File: src/rtl/tdm_pkg.sv
// Shared types and defaults for the TDM receive demultiplexer.
package tdm_pkg;

  typedef enum logic {HUNT, COLLECT} state_t;

  localparam int NCH_DEF = 4;
  localparam int W_DEF   = 8;

  // Channel counter width; NCH >= 2 keeps this at least one bit.
  function automatic int cnt_w(input int n);
    return $clog2(n);
  endfunction

endpackage

File: src/rtl/tdm_demux_if.sv
// Sample stream in, published frame and status pulses out.
interface tdm_demux_if #(
  parameter int NCH = 4,
  parameter int W   = 8
);
  logic               in_valid;
  logic               in_sof;
  logic [W-1:0]       in_data;
  logic [NCH*W-1:0]   out_data;
  logic               out_valid;
  logic [NCH-1:0]     ch_strobe;
  logic               frame_err;

  modport master (output in_valid, in_sof, in_data,
                  input  out_data, out_valid, ch_strobe, frame_err);
  modport slave  (input  in_valid, in_sof, in_data,
                  output out_data, out_valid, ch_strobe, frame_err);
endinterface

File: src/rtl/demux_onehot.sv
// Combinational 1-to-N decoder: one-hot of sel when en, else zero.
module demux_onehot #(
  parameter int N  = 4,
  parameter int SW = 2
) (
  input  logic [SW-1:0] sel,
  input  logic          en,
  output logic [N-1:0]  onehot
);
  always_comb begin
    onehot = '0;
    for (int k = 0; k < N; k++)
      onehot[k] = en && (sel == SW'(k));
  end
endmodule

File: src/rtl/tdm_demux.sv
// TDM demux: gathers NCH samples into shadow slots, publishes whole frames
// atomically, flags framing errors and resyncs on the next SOF.
module tdm_demux
  import tdm_pkg::*;
#(
  parameter int NCH = NCH_DEF,
  parameter int W   = W_DEF
) (
  input  logic          clk,
  input  logic          rst,
  tdm_demux_if.slave    bus
);
  localparam int CW = cnt_w(NCH);
  localparam logic [CW-1:0] LAST = CW'(NCH-1);
  localparam logic [CW-1:0] ONE  = CW'(1);

  state_t                 state, state_nxt;
  logic [CW-1:0]          ch_cnt, cnt_nxt, wr_sel;
  logic                   wr_en, err, publish;
  logic [NCH-1:0]         wr_oh, strobe_q;
  logic [NCH-1:0][W-1:0]  shadow, frame_q, frame_nxt;
  logic                   out_valid_q, err_q;

  always_comb begin
    state_nxt = state;
    cnt_nxt   = ch_cnt;
    wr_en     = 1'b0;
    wr_sel    = '0;
    err       = 1'b0;
    if (bus.in_valid) begin
      unique case (state)
        HUNT: if (bus.in_sof) begin
          wr_en     = 1'b1;
          cnt_nxt   = ONE;
          state_nxt = COLLECT;
        end
        COLLECT: begin
          if (ch_cnt == '0) begin
            if (bus.in_sof) begin
              wr_en   = 1'b1;
              cnt_nxt = ONE;
            end else begin
              err       = 1'b1;
              cnt_nxt   = '0;
              state_nxt = HUNT;
            end
          end else if (!bus.in_sof) begin
            wr_en   = 1'b1;
            wr_sel  = ch_cnt;
            cnt_nxt = (ch_cnt == LAST) ? '0 : ch_cnt + ONE;
          end else begin
            // Early SOF: partial frame is abandoned, this sample restarts slot 0.
            err     = 1'b1;
            wr_en   = 1'b1;
            cnt_nxt = ONE;
          end
        end
        default: ;
      endcase
    end
  end

  demux_onehot #(.N(NCH), .SW(CW)) u_dec (
    .sel    (wr_sel),
    .en     (wr_en),
    .onehot (wr_oh)
  );

  assign publish = wr_oh[NCH-1];

  // Last slot bypasses the shadow so publication costs only one cycle.
  always_comb begin
    frame_nxt         = shadow;
    frame_nxt[NCH-1]  = bus.in_data;
  end

  always_ff @(posedge clk) begin
    if (rst) begin
      state       <= HUNT;
      ch_cnt      <= '0;
      shadow      <= '0;
      frame_q     <= '0;
      out_valid_q <= 1'b0;
      strobe_q    <= '0;
      err_q       <= 1'b0;
    end else begin
      state       <= state_nxt;
      ch_cnt      <= cnt_nxt;
      for (int k = 0; k < NCH; k++)
        if (wr_oh[k]) shadow[k] <= bus.in_data;
      if (publish) frame_q <= frame_nxt;
      out_valid_q <= publish;
      strobe_q    <= wr_oh;
      err_q       <= err;
    end
  end

  assign bus.out_data  = frame_q;
  assign bus.out_valid = out_valid_q;
  assign bus.ch_strobe = strobe_q;
  assign bus.frame_err = err_q;
endmodule

File: src/flat_wrapper.sv
// flat-port wrapper written by rule: the top's interface ports become plain ports
module tdm_demux_flat import tdm_pkg::*;
#(
  parameter int NCH = NCH_DEF,
  parameter int W   = W_DEF
)
  (clk, rst, bus_in_valid, bus_in_sof, bus_in_data, bus_out_data, bus_out_valid, bus_ch_strobe, bus_frame_err);
  tdm_demux_if #(.NCH(NCH), .W(W)) bus_i ();
  input  logic clk;
  input  logic rst;
  input wire logic [$bits(bus_i.in_valid)-1:0] bus_in_valid;
  input wire logic [$bits(bus_i.in_sof)-1:0] bus_in_sof;
  input wire logic [$bits(bus_i.in_data)-1:0] bus_in_data;
  output wire logic [$bits(bus_i.out_data)-1:0] bus_out_data;
  output wire logic [$bits(bus_i.out_valid)-1:0] bus_out_valid;
  output wire logic [$bits(bus_i.ch_strobe)-1:0] bus_ch_strobe;
  output wire logic [$bits(bus_i.frame_err)-1:0] bus_frame_err;
  assign bus_i.in_valid = bus_in_valid;
  assign bus_i.in_sof = bus_in_sof;
  assign bus_i.in_data = bus_in_data;
  assign bus_out_data = bus_i.out_data;
  assign bus_out_valid = bus_i.out_valid;
  assign bus_ch_strobe = bus_i.ch_strobe;
  assign bus_frame_err = bus_i.frame_err;
  tdm_demux #(.NCH(NCH), .W(W)) u_core (.clk(clk), .rst(rst), .bus(bus_i));
endmodule
File: config.mk
export PLATFORM = sky130hd
export DESIGN_NAME = tdm_demux_flat
export DESIGN_NICKNAME = d
export VERILOG_FILES = /design/src/rtl/tdm_pkg.sv /design/src/rtl/tdm_demux_if.sv /design/src/rtl/demux_onehot.sv /design/src/rtl/tdm_demux.sv /design/src/flat_wrapper.sv
export SDC_FILE = /design/constraint.sdc
export NUM_CORES = 1
export LEC_CHECK = 0
export CORE_MARGIN = 2
export CORE_UTILIZATION = 50
export DETAILED_ROUTE_END_ITERATION = 10
export GPL_TIMING_DRIVEN = 0
export PLACE_DENSITY = 0.85
export SLEW_MARGIN = 10
export SYNTH_ARGS = -nofsm -noshare
export SYNTH_HDL_FRONTEND = slang
export SYNTH_HIERARCHICAL = 1
export SYNTH_SLANG_ARGS = --single-unit
export TNS_END_PERCENT = 10
File: constraint.sdc
create_clock -name clk -period 2.6 [get_ports clk]
set_clock_uncertainty 0.1 [all_clocks]
set_input_delay 0.39 -clock clk [delete_from_list [all_inputs] [get_ports clk]]
set_output_delay 0.39 -clock clk [all_outputs]
set_load 0.1 [all_outputs]
==> results_dict.tcl <==
set metrics [dict create \
    rsz0062_at_grt "no" \
    nFillCells 336 \
    fmax_mhz 423 \
    slew_headroom 0.347 \
    combPwrFrac 0.049 \
    dpl_cell_area_um2 2910 \
    drv_slew 0 \
    placed_cells 321 \
    cts_made_buffers 9 \
    use_met3 0.0428 \
    dr.first_iter.drc_count 44 \
    wirelength_mm 4.55 \
    clkTransAtPathRegs_ps 70 \
    drtPass1Iterations 4 \
    total_power_mw 1.82 \
    critical_path_class "flip-flop to output pin" \
    holdBufCountCts 0 \
    swShare 0.238 \
    maxCapViolations 0 \
    vias_per_cell 4.99 \
    clockPowerShare 0.406 \
    cts_tree "done" \
    grt_max_degree 12 \
    die_area_um2 5290 \
    h-tree-depth 3 \
    synth_area_per_cell_um2 10.7 \
    area_delta_synth_final_pct 30.4 \
    synth_cell_types 22 \
    ir_drop_v 0.000506 \
    clock-sinks 64 \
    pwr-share-seq 0.546 \
    die_x_um 72.7 \
    start_util 0.531 \
    post-route-period-util 0.909 \
    syn_inst 221 \
    num_vias 1683 \
    antenna_found_initial 0 \
    hold_viol 0 \
    diodes 0 \
    ys_seq_elements 64 \
    synth_nets 235 \
    met1_usage 0.248 \
    rows 24 \
    reg2reg_depth 9 \
    setup_violations 0 \
    cp_data_arrival_time_ps 1870 \
    dp_hpwl_mm 3.13 \
    core_um2 4440 \
    p_int_mw 1.39 \
    hold_ws_ps 233 \
    ctsResizeCount 0 \
    grt_pass1_wl_mm 7.78 \
    post_cts_buffers 0 \
    endpoint_kind "output pin" \
    finalInstanceArea_um2 3080 \
    ant_nets 0 \
    clk_latency_ps 340 \
    hold_path.class "input pin to flip-flop" \
    layout-drive-gt1-share 0.123 \
    worstHoldPathCells 2 \
    use_met2 0.314 \
    ios 50 \
    fin_cells 337 \
    power.switching_mw 0.433 \
    power.leakage_nw 1.12 \
    critPathLaunchType "flip-flop" \
    power.density_nw_per_um2 592 \
    root_buffer "clkbuf_8" \
    grt_pass1_vias 1649 \
    regArea_um2 1280 \
    required_ps 2110 \
    overflow 0 \
    die_height_um 72.7 \
    status "finished clean" \
    seq_area_frac_synth 0.543 \
    fin_crit_ps 2360 \
    syn_area_um2 2360 \
    io_buffer_count 48 \
    gp_congestion 0.815 \
    post_drt_wl_per_cell_um 13.5 \
    fin_nets 294 \
    multiInputGateArea_um2 976 \
    busiest_layer "met2" \
    route.detailed.drc 0 \
    ys.warnings.count 6 \
    tightest_slew_ps 976 \
    fin_setup_tns_ps 0 \
    crit_fanout 2 \
    cts_buffer_depth 2 \
    grt_usage 0.197 \
]
[layout make-up]
cell class / count / share of cell area
repair buffers: 48 / 0.156
multi-input cells: 140 / 0.317
clock inverters: 6 / 0.0114
inverters: 2 / 0.00244
clock buffers: 10 / 0.0447
plain buffers: 15 / 0.0313
well taps: 52 / 0.0211
flip-flops and latches: 64 / 0.416
[cell usage in the layout (no fill, tap or decap)]
master           instances
dfxtp_1                 64
nor2_1                  60
mux2i_1                 56
clkdlybuf4s50_1         48
clkbuf_8                10
buf_2                    8
nor2b_1                  5
clkinv_2                 4
and3_2                   3
buf_6                    3
clkinvlp_4               2
inv_1                    2
clkbuf_1                 2
buf_4                    2
o21ai_0                  2
nand2_1                  2
ha_1                     2
and3b_1                  2
and2_4                   1
o21a_1                   1
a21boi_1                 1
a221oi_2                 1
a22oi_1                  1
a32oi_1                  1
xor2_1                   1
nor3b_2                  1
[registers in the layout, indices dropped and copies added (netlist names)]
signal	count
u_core/frame_nxt	24
u_core/state	1
u_core/ch_cnt	2
u_core/bus.ch_strobe	4
u_core/bus.out_data	32
u_core/bus.frame_err	1
[critical path, cell delays in order (launching register included)]
cell,delay (ps)
dfxtp_1,330
buf_4,100
clkdlybuf4s50_1,1110
[power groups by stage]
stage	registers, mW	logic [mW]	clock network (mW)
finish	0.995	0.0886	0.740
detailed placement	1.02	0.0884	0
global placement	1.02	0.0869	0
global route	0.995	0.0977	0.794
CTS	0.995	0.0893	0.752
floorplan	1.02	0.0445	0
[per-layer routing]
metal	share of wire	routed length, um
met5	0	0
met4	0.013	60
met3	0.058	263
met2	0.45	2060
met1	0.48	2170
[path summary, 6_finish.rpt]
kind / slack [ps] / startpoint / to
worst max register to register: 510 / u_core/ch_cnt[0] / u_core/bus.out_data[13]
worst min-delay path: 230 / rst / u_core/bus.ch_strobe[3]
worst max-delay path: 240 / u_core/bus.ch_strobe[3] / bus_ch_strobe[3]
worst min register to register: 400 / u_core/frame_nxt[19] / u_core/frame_nxt[19]
[cells in the mapped netlist]
cell / instances / area [um2]
ha_1: 2 / 25.0
a221oi_2: 1 / 15.0
mux2i_1: 56 / 561
a21boi_1: 1 / 7.51
nor3b_2: 1 / 12.5
buf_4: 2 / 15.0
a32oi_1: 1 / 8.76
and3b_1: 2 / 17.5
clkbuf_1: 2 / 7.51
o21a_1: 1 / 7.51
a22oi_1: 1 / 7.51
nor2_1: 60 / 225
o21ai_0: 2 / 10.0
dfxtp_1: 64 / 1280
xor2_1: 1 / 8.76
buf_6: 3 / 33.8
and2_4: 1 / 8.76
inv_1: 2 / 7.51
buf_2: 8 / 40.0
and3_2: 3 / 22.5
nand2_1: 2 / 7.51
nor2b_1: 5 / 31.3
[metrics by stage]
step,worst slack [ps],utilization
after global routing,200,0.693
final,237,0.693
after floorplan,735,-
after CTS,215,0.693
after detailed placement,227,0.654
after global placement,269,0.654
[kinds of logic (layout without fill, tap and decap cells)]
kind of cell | count (synthesis) | in the layout | share of synthesized area
flops | 64 | 64 | 0.543
mux | 56 | 56 | 0.237
xor+xnor | 1 | 1 | 0.00371
compound gates | 7 | 7 | 0.0238
buf+inv | 17 | 81 | 0.0440
simple gates | 74 | 74 | 0.138
fa+ha+maj | 2 | 2 | 0.0106
Note: power is estimated with default switching activity, not from simulation.
